### config.mk
export PLATFORM = sky130hd
export DESIGN_NAME = id_ex_pipe
export DESIGN_NICKNAME = d
export VERILOG_FILES = /design/src/rtl/id_ex_pkg.sv /design/src/rtl/id_ex_skid.sv /design/src/rtl/id_ex_pipe.sv
export SDC_FILE = /design/constraint.sdc
export NUM_CORES = 1
export LEC_CHECK = 0
export ABC_AREA = 1
export BUFFER_PORTS_ARGS = -buffer_cell sky130_fd_sc_hd__buf_2
export CELL_PAD_IN_SITES_DETAIL_PLACEMENT = 0
export CELL_PAD_IN_SITES_GLOBAL_PLACEMENT = 1
export CORE_MARGIN = 5
export CORE_UTILIZATION = 40
export CTS_CLUSTER_SIZE = 24
export DETAILED_ROUTE_END_ITERATION = 10
export HOLD_SLACK_MARGIN = 0.1
export PLACE_DENSITY_LB_ADDON = 0.08
export SYNTH_ARGS = -nofsm -noshare
export SYNTH_HDL_FRONTEND = slang
export SYNTH_SLANG_ARGS = --single-unit
export TNS_END_PERCENT = 30
### constraint.sdc
create_clock -name clock -period 2.1 [get_ports clock]
set_input_delay 0 -clock clock [delete_from_list [all_inputs] [get_ports clock]]
set_output_delay 0 -clock clock [all_outputs]
set_load 0.01 [all_outputs]
### src/rtl/id_ex_pkg.sv
// Shared types and constants for the ID/EX pipeline stage.
// Holds the state encoding, control-bundle bit positions and default widths.
package id_ex_pkg;

   typedef enum logic [1:0] {
      EMPTY = 2'd0,
      ONE   = 2'd1,
      FULL  = 2'd2
   } state_t;

   localparam int CTRL_ALUSRC   = 0;
   localparam int CTRL_MEMREAD  = 1;
   localparam int CTRL_MEMWRITE = 2;
   localparam int CTRL_REGWRITE = 3;

   localparam int XLEN_DEF       = 32;
   localparam int REG_ADDR_W_DEF = 5;
   localparam int CTRL_W_DEF     = 4;
   localparam int COUNT_W_DEF    = 16;

endpackage

### src/rtl/id_ex_skid.sv
// Two-entry skid buffer on a flat payload with synchronous flush.
// One cycle latency; ready is decoded from state flops only, absorbing two entries under stall.
module id_ex_skid
   import id_ex_pkg::*;
#(
   parameter int W = 8
) (
   input  logic         clock,
   input  logic         reset_n,
   input  logic         flush,
   input  logic         in_valid,
   output logic         in_ready,
   input  logic [W-1:0] in_payload,
   output logic         out_valid,
   input  logic         out_ready,
   output logic [W-1:0] out_payload
);

   state_t       state, state_nxt;
   logic [W-1:0] main_q, skid_q;
   logic         in_fire, out_fire;
   logic         load_main_in, load_main_skid, load_skid;

   assign in_ready    = (state != FULL);
   assign out_valid   = (state != EMPTY);
   assign out_payload = main_q;
   assign in_fire     = in_valid & in_ready;
   assign out_fire    = out_valid & out_ready;

   always_ff @(posedge clock or negedge reset_n) begin
      if (!reset_n) state <= EMPTY;
      else          state <= state_nxt;
   end

   always_comb begin
      state_nxt      = state;
      load_main_in   = 1'b0;
      load_main_skid = 1'b0;
      load_skid      = 1'b0;
      unique case (state)
         EMPTY: if (in_fire) begin
            load_main_in = 1'b1;
            state_nxt    = ONE;
         end
         ONE: begin
            if (in_fire && out_fire) begin
               load_main_in = 1'b1;
            end else if (in_fire) begin
               load_skid = 1'b1;
               state_nxt = FULL;
            end else if (out_fire) begin
               state_nxt = EMPTY;
            end
         end
         FULL: if (out_fire) begin
            load_main_skid = 1'b1;
            state_nxt      = ONE;
         end
         default: state_nxt = EMPTY;
      endcase
      // Squash only clears occupancy; payload flops keep whatever they held.
      if (flush) begin
         state_nxt      = EMPTY;
         load_main_in   = 1'b0;
         load_main_skid = 1'b0;
         load_skid      = 1'b0;
      end
   end

   always_ff @(posedge clock or negedge reset_n) begin
      if (!reset_n) begin
         main_q <= '0;
         skid_q <= '0;
      end else begin
         if (load_main_in)        main_q <= in_payload;
         else if (load_main_skid) main_q <= skid_q;
         if (load_skid)           skid_q <= in_payload;
      end
   end

endmodule

### src/rtl/id_ex_pipe.sv
// ID/EX stage: decoded operands, immediate, PC, rd and control carried decode -> execute.
// One cycle latency, full throughput; stalls absorb two entries before in_ready drops.
module id_ex_pipe
   import id_ex_pkg::*;
#(
   parameter int XLEN       = XLEN_DEF,
   parameter int REG_ADDR_W = REG_ADDR_W_DEF,
   parameter int CTRL_W     = CTRL_W_DEF,
   parameter int COUNT_W    = COUNT_W_DEF
) (
   input  logic                  clock,
   input  logic                  reset_n,
   input  logic                  flush,
   input  logic                  in_valid,
   output logic                  in_ready,
   input  logic [XLEN-1:0]       in_data_1,
   input  logic [XLEN-1:0]       in_data_2,
   input  logic [XLEN-1:0]       in_imm,
   input  logic [XLEN-1:0]       in_pc,
   input  logic [REG_ADDR_W-1:0] in_rd,
   input  logic [CTRL_W-1:0]     in_ctrl,
   output logic                  out_valid,
   input  logic                  out_ready,
   output logic [XLEN-1:0]       out_data_1,
   output logic [XLEN-1:0]       out_data_2,
   output logic [XLEN-1:0]       out_imm,
   output logic [XLEN-1:0]       out_pc,
   output logic [REG_ADDR_W-1:0] out_rd,
   output logic [CTRL_W-1:0]     out_ctrl,
   output logic [COUNT_W-1:0]    bubble_count
);

   localparam int PW = 4*XLEN + REG_ADDR_W + CTRL_W;

   logic [PW-1:0] in_payload, out_payload;

   assign in_payload = {in_data_1, in_data_2, in_imm, in_pc, in_rd, in_ctrl};
   assign {out_data_1, out_data_2, out_imm, out_pc, out_rd, out_ctrl} = out_payload;

   id_ex_skid #(.W(PW)) u_skid (
      .clock       (clock),
      .reset_n     (reset_n),
      .flush       (flush),
      .in_valid    (in_valid),
      .in_ready    (in_ready),
      .in_payload  (in_payload),
      .out_valid   (out_valid),
      .out_ready   (out_ready),
      .out_payload (out_payload)
   );

   always_ff @(posedge clock or negedge reset_n) begin
      if (!reset_n)
         bubble_count <= '0;
      else if (!out_valid && (bubble_count != {COUNT_W{1'b1}}))
         bubble_count <= bubble_count + COUNT_W'(1);
   end

endmodule

# Word-level counts from Yosys, hierarchy flattened
# Cells that the tools add are included.
# totals
reg_bits	292
inputBits	142
out_inout_bits	155
word_cells	41
# op_classes
addsub	1
n_eq_ne	8
mux	19
bitwise_logic	2
reduce_logical	7
# op_table
op	n
137-bit 2-to-1 mux	2
16-bit by 1-bit adder with 16-bit output (second input constant)	1
16-bit != test (second input constant)	1
2-bit 2-to-1 mux	6
1-bit 2-to-1 mux	9
3-bit by 2-bit != test with 1-bit output (second input constant)	2
2-bit one-hot mux with 3 select lines	1
4-bit by 2-bit != test with 1-bit output (second input constant)	1
4-bit AND reduction	1
2-bit nonzero test	2
3-bit != test (second input constant)	1
1-bit bitwise AND	2
2-bit by 1-bit == test with 1-bit output (second input constant)	1
2-bit == test (second input constant)	1
1-bit logical AND	2
2-bit zero test	1
2-bit != test (second input constant)	1
1-bit one-hot mux with 2 select lines	1
1-bit zero test	1

# Logic depth before layout (Yosys ltp)
# logic_depth
word_depth	7
ltp_mapped	9
mapped_depth_nobuf	8

# Cells and area by module
# From an unflattened synthesis, not the netlist that was laid out.
# hier_totals
cells_unflattened	1549
area_unflattened_um2	13350.3
# by_module_without_submodules
mod	instances	cells_each	area_per_inst_um2	seq_area_each_um2
id_ex_skid	1	1398	12299.3	6906.6
id_ex_pipe	1	151	1051.0	400.4

# Least setup slack after synthesis
# OpenSTA, ideal clock, no wires.
# synth_timing
path_kind	register -> register
start	reg bubble_count[0]
end	reg bubble_count[0]
setup_time_ns	0.065
t_arrival_ns	1.565
required_time_ns	2.035
slack_ns	0.470
path_stages_with_launch	9
path_buffers	1
synth_period_minus_slack_ns	1.630
cell_sequence	dfrtp_1 -> ha_1 -> nand3_1 -> nor2_2 -> nand2_1 -> nand2_2 -> buf_6 -> nand2_1 -> nand2_1
# synth_between
elab_chain_len	2
word_cells_on_any_way	3
cone_classes	1 x add/sub; 1 x eq/ne; 1 x reduce/logical
# synth_rtl
item	line_no	rtl
start, declared	id_ex_pipe.sv:30	output logic [COUNT_W-1:0] bubble_count
start signal, assigned	id_ex_pipe.sv:56	bubble_count <= bubble_count + COUNT_W'(1);
parallel branches: the longest is 2 deep, another holds 16-bit by 1-bit adder with 16-bit output	-	
# Several ways; the timed one is not identified.
# A chain may end at the register's enable or synchronous reset.

# Worst setup path in the final report
# layout_timing
start	reg u_skid.state[1]
end	reg u_skid.skid_q[71]
# layout_between
elab_chain_len	6
word_cells_on_any_way	10
cone_classes	2 x eq/ne; 4 x mux; 2 x bitwise; 2 x reduce/logical
# layout_rtl
item	line_no	rtl
start, declared	id_ex_skid.sv:19	state_t state, state_nxt;
start signal, assigned	id_ex_skid.sv:32	else state <= state_nxt;
2-bit != test or 2-bit nonzero test (tied branches)	id_ex_skid.sv:24, id_ex_skid.sv:25	
1-bit bitwise AND, on equally long branches	id_ex_skid.sv:27, id_ex_skid.sv:28	
1-bit 2-to-1 mux or 1-bit logical AND (tied branches)	id_ex_skid.sv:48, id_ex_skid.sv:46	
1-bit 2-to-1 mux	id_ex_skid.sv:46	if (in_fire && out_fire) begin
1-bit 2-to-1 mux *	id_ex_skid.sv:40	unique case (state)
1-bit 2-to-1 mux *	id_ex_skid.sv:62	if (flush) begin
end signal, assigned	id_ex_skid.sv:77	if (load_skid) skid_q <= in_payload;
end, declared	id_ex_skid.sv:20	logic [W-1:0] main_q, skid_q;
# Mark *: on every way between the ends. The rest lies on a longest branch, timed or not.

==> key figures <==
Placement
  • Gpl congestion: approximately 0.76
  • DP HPWL: approximately 22000 microns
  • Inst Count DP: 1982
  • Place WS: between 0.3 and 0.4 ns
  • Port Buf Inserts: between 200 and 300

Critical path
  • Critical Path RT: ~2.6 ns
  • Crit Path Category: register to register
  • Worst r2r src: u_skid.state[1]
  • CP Max Fanout: 8
  • WP buf/inv: 3
  • Critical path, cell by cell: nor2_4 > nand2_2 > nor3_4 > buf_4 > clkbuf_16 > nand2_1 > dlygate4sd3_1 > o21ai_0
  • Reg2reg end: u_skid.skid_q[71]
  • Slowest library cell on the worst path: dlygate4sd3_1
  • CP Launch Type: register
  • FF-to-FF path depth: 8
  • CP delay by family, top: buffers and inverters
  • Crit. End Element: register
  • Worst path arrival time: 2.55 ns
  • R2r setup slk: 0.03 ns
  • CP max stage delay: 0.54 ns

Detailed routing
  • DRT antenna net count: 0
  • Detailed-route wire length per cell: between 15 and 20 microns
  • Initial DRC count: 730
  • Post-route DRC violation count: 0
  • Vias: approximately 11000
  • WL final: approximately 35000 microns
  • Drt via density: between 4 and 5
  • 1st-pass router iterations: 5

Global route
  • Grt total ovfl: 0
  • Number of global-route vias before repair: 10500
  • Initial antenna violation count: 1
  • GRT Util Overall: a little under 20%
  • Largest net degree at the start of global routing: roughly 140
  • Global-route wire length before repair: 54800 microns

Timing
  • Worst setup margin: about 0.027 ns
  • RSZ-0062 raised after global routing: true
  • Slew HR: about 41%
  • Fmax: around 480 MHz
  • Crit path time final: ~2.1 ns
  • Clk_skew: between 0.007 and 0.008 ns
  • Final Hold Violating Endpoints: 0
  • Final Max Slew Viols: 0
  • Setup violations, final: 0
  • Crit share post-route: approximately 99%
  • Worst slew pin tran: ~0.9 ns

Clocking
  • Num CTS Buffers: 31
  • Clock slew seen by the registers of the worst setup and hold paths: around 0.06 ns
  • Root buffer cell: clkbuf_16
  • TritonCTS clock tree: yes
  • Latest clock arrival within the worst-skew pair: 0.55 ns
  • Max Root-Sink Buffers: 3
  • H-tree Lvls: 1
  • CTS Sinks: 292

Logic synthesis
  • Post-synthesis sequential area ratio: roughly three fifths
  • Avg Cell Area, Syn: about 9 sq um
  • Syn_nets: 1488
  • Post-synth top area cell: dfrtp_1
  • Synthesized flop and latch total: 292
  • Netlist cell types: 19
  • Post-Synthesis Cell Area: between 10000 and 15000 sq um
  • Warnings from Yosys: 0
  • Post-Syn Instances: around 1300
  • Yosys top cell area share: between 60% and 70%
  • Top cells by area, synth: dfrtp_1 60%, nand2_1 15%, o211ai_1 8.5%, o21ai_0 5.8%, inv_1 4.9%

Finish
  • Share of layout cells above drive strength 1: 22.0%
  • Area growth from synthesis to layout: 40.7%
  • Finished Layout Cells: 2215
  • Most frequent cells in the layout: 485 x nand2_1, 295 x buf_2, 291 x dfrtp_1
  • Nets@finish: a little under 2000
  • Most common cell after layout, fill and taps aside: nand2_1

Worst hold path
  • Worst hold-check path type: input pin to register
  • Hold Startpoint: in_pc[14]
  • WHS Path Cells: 4
  • Worst Hold Path EP: u_skid.skid_q[23]

Pwr
  • Leak Pwr: 8.24 nW
  • Worst VDD drop: a little over 0.7 mV
  • Power Density: roughly 1000 nW/um^2
  • Clk pwr share: 33.3%
  • Gate power share: between 20% and 30%
  • Switching share of power: 29.3%
  • Net Switching: approximately 5.3 mW
  • Sequential share of power: about 45%
  • Int Pwr: about 13 mW

Die
  • Ports: approximately 300
  • Die height: 184 microns
  • Initial Util: 40.8%
  • Die W: ~180 microns
  • Core ar.: roughly 30000 sq um
  • Row count: between 60 and 70
  • Die ar.: 34000 sq um

Flow run
  • Maximum capacitance violations: 0

Run status
  • Status: complete, no violations
Yosys cell counts:
cell	instances
nor3_2	1
xnor2_1	6
nand2_1	486
dfrtp_1	292
nor2_2	1
o211ai_1	138
o21ai_0	140
a21oi_2	1
buf_1	6
buf_4	7
buf_6	1
clkbuf_1	9
nand3_1	14
nand4_1	11
buf_2	53
nand2_2	1
ha_1	1
inv_1	158
nor2_1	19
registers in the layout (all words and copies together), names as in the netlist:
| signal | count |
|---|---|
| u_skid.out_payload | 137 |
| u_skid.skid_q | 137 |
| bubble_count | 16 |
| u_skid.state | 2 |
worst reg2reg max path, stage by stage (launching register included):
cell and delay, ns:
dfrtp_2 0.46, nor2_4 0.16, nand2_2 0.08, nor3_4 0.31
buf_4 0.19, clkbuf_16 0.15, nand2_1 0.04, dlygate4sd3_1 0.54
o21ai_0 0.07
power by group through the flow:
stage	Clock [mW]	Sequential, mW	Combinational (mW)
floorplan	0	8.28	1.88
global placement	0	8.08	3.64
detailed placement	0	8.11	3.71
CTS	6.10	8.03	3.96
global route	6.33	8.21	4.49
finish	5.96	8.02	3.93
metrics by stage:
stage / TNS, ns / instance area (sq um) / total power [mW] / hold WS, ns / util, %
after global routing: -0.262 / 17100 / 19.0 / 0.188 / 57.4
after CTS: 0 / 16900 / 18.1 / 0.178 / 56.7
after floorplan: 0 / 12200 / 10.2 / -0.296 / -
after global placement: 0 / 14100 / 11.7 / -0.0304 / 47.5
final: 0 / 17100 / 17.9 / 0.205 / 57.4
after detailed placement: 0 / 14100 / 11.8 / -0.0307 / 47.5
metal layers:
layer	up-vias	global-route usage (%)	wire length (microns)
li1	5237	-	-
met1	4974	27.4	15900
met2	289	32.3	16000
met3	44	3.65	2300
met4	0	4.47	663
met5	-	0	0
logic make-up (layout without fill, tap and decap cells):
logic type	count (synthesis)	after routing	share of synthesized area [%]
buf+inv	234	713	8.05
other cells	0	1	0
flops	292	292	60.1
compound gates	279	279	14.4
fa+ha+maj	1	1	0.103
xor+xnor	6	6	0.432
simple gates	533	533	16.9
worst max path at each step:
| stage | startpoint | cells past startpoint | slack, ns | end |
|---|---|---|---|---|
| after global routing | u_skid.state[1] | 8 | -0.04 | u_skid.skid_q[71] |
| after floorplan | bubble_count[0] | 8 | 0.47 | bubble_count[0] |
| after global placement | u_skid.state[1] | 6 | 0.34 | u_skid.skid_q[85] |
| after CTS | u_skid.state[1] | 7 | 0.02 | u_skid.skid_q[72] |
| after detailed placement | u_skid.state[1] | 6 | 0.31 | u_skid.skid_q[95] |
| final | u_skid.state[1] | 8 | 0.03 | u_skid.skid_q[71] |
final cells by class:
| type | instances | area, sq um |
|---|---|---|
| fill | 2691 | 12700 |
| timing repair buffer | 498 | 3680 |
| inverter | 158 | 598 |
| clock inverter | 14 | 198 |
| multi-input combinational | 819 | 3900 |
| sequential | 292 | 7310 |
| clock buffer | 43 | 931 |
| antenna | 1 | 2.50 |
| tap | 390 | 488 |
timing repair:
action,4_1_cts,5_1_grt
buffers inserted,0,9
endpoints found under the setup margin,0,20
gates resized for setup,0,21
hold endpoints to repair,568,0
hold buffers,162,0
No activity file was read; power rests on OpenSTA's default activity.
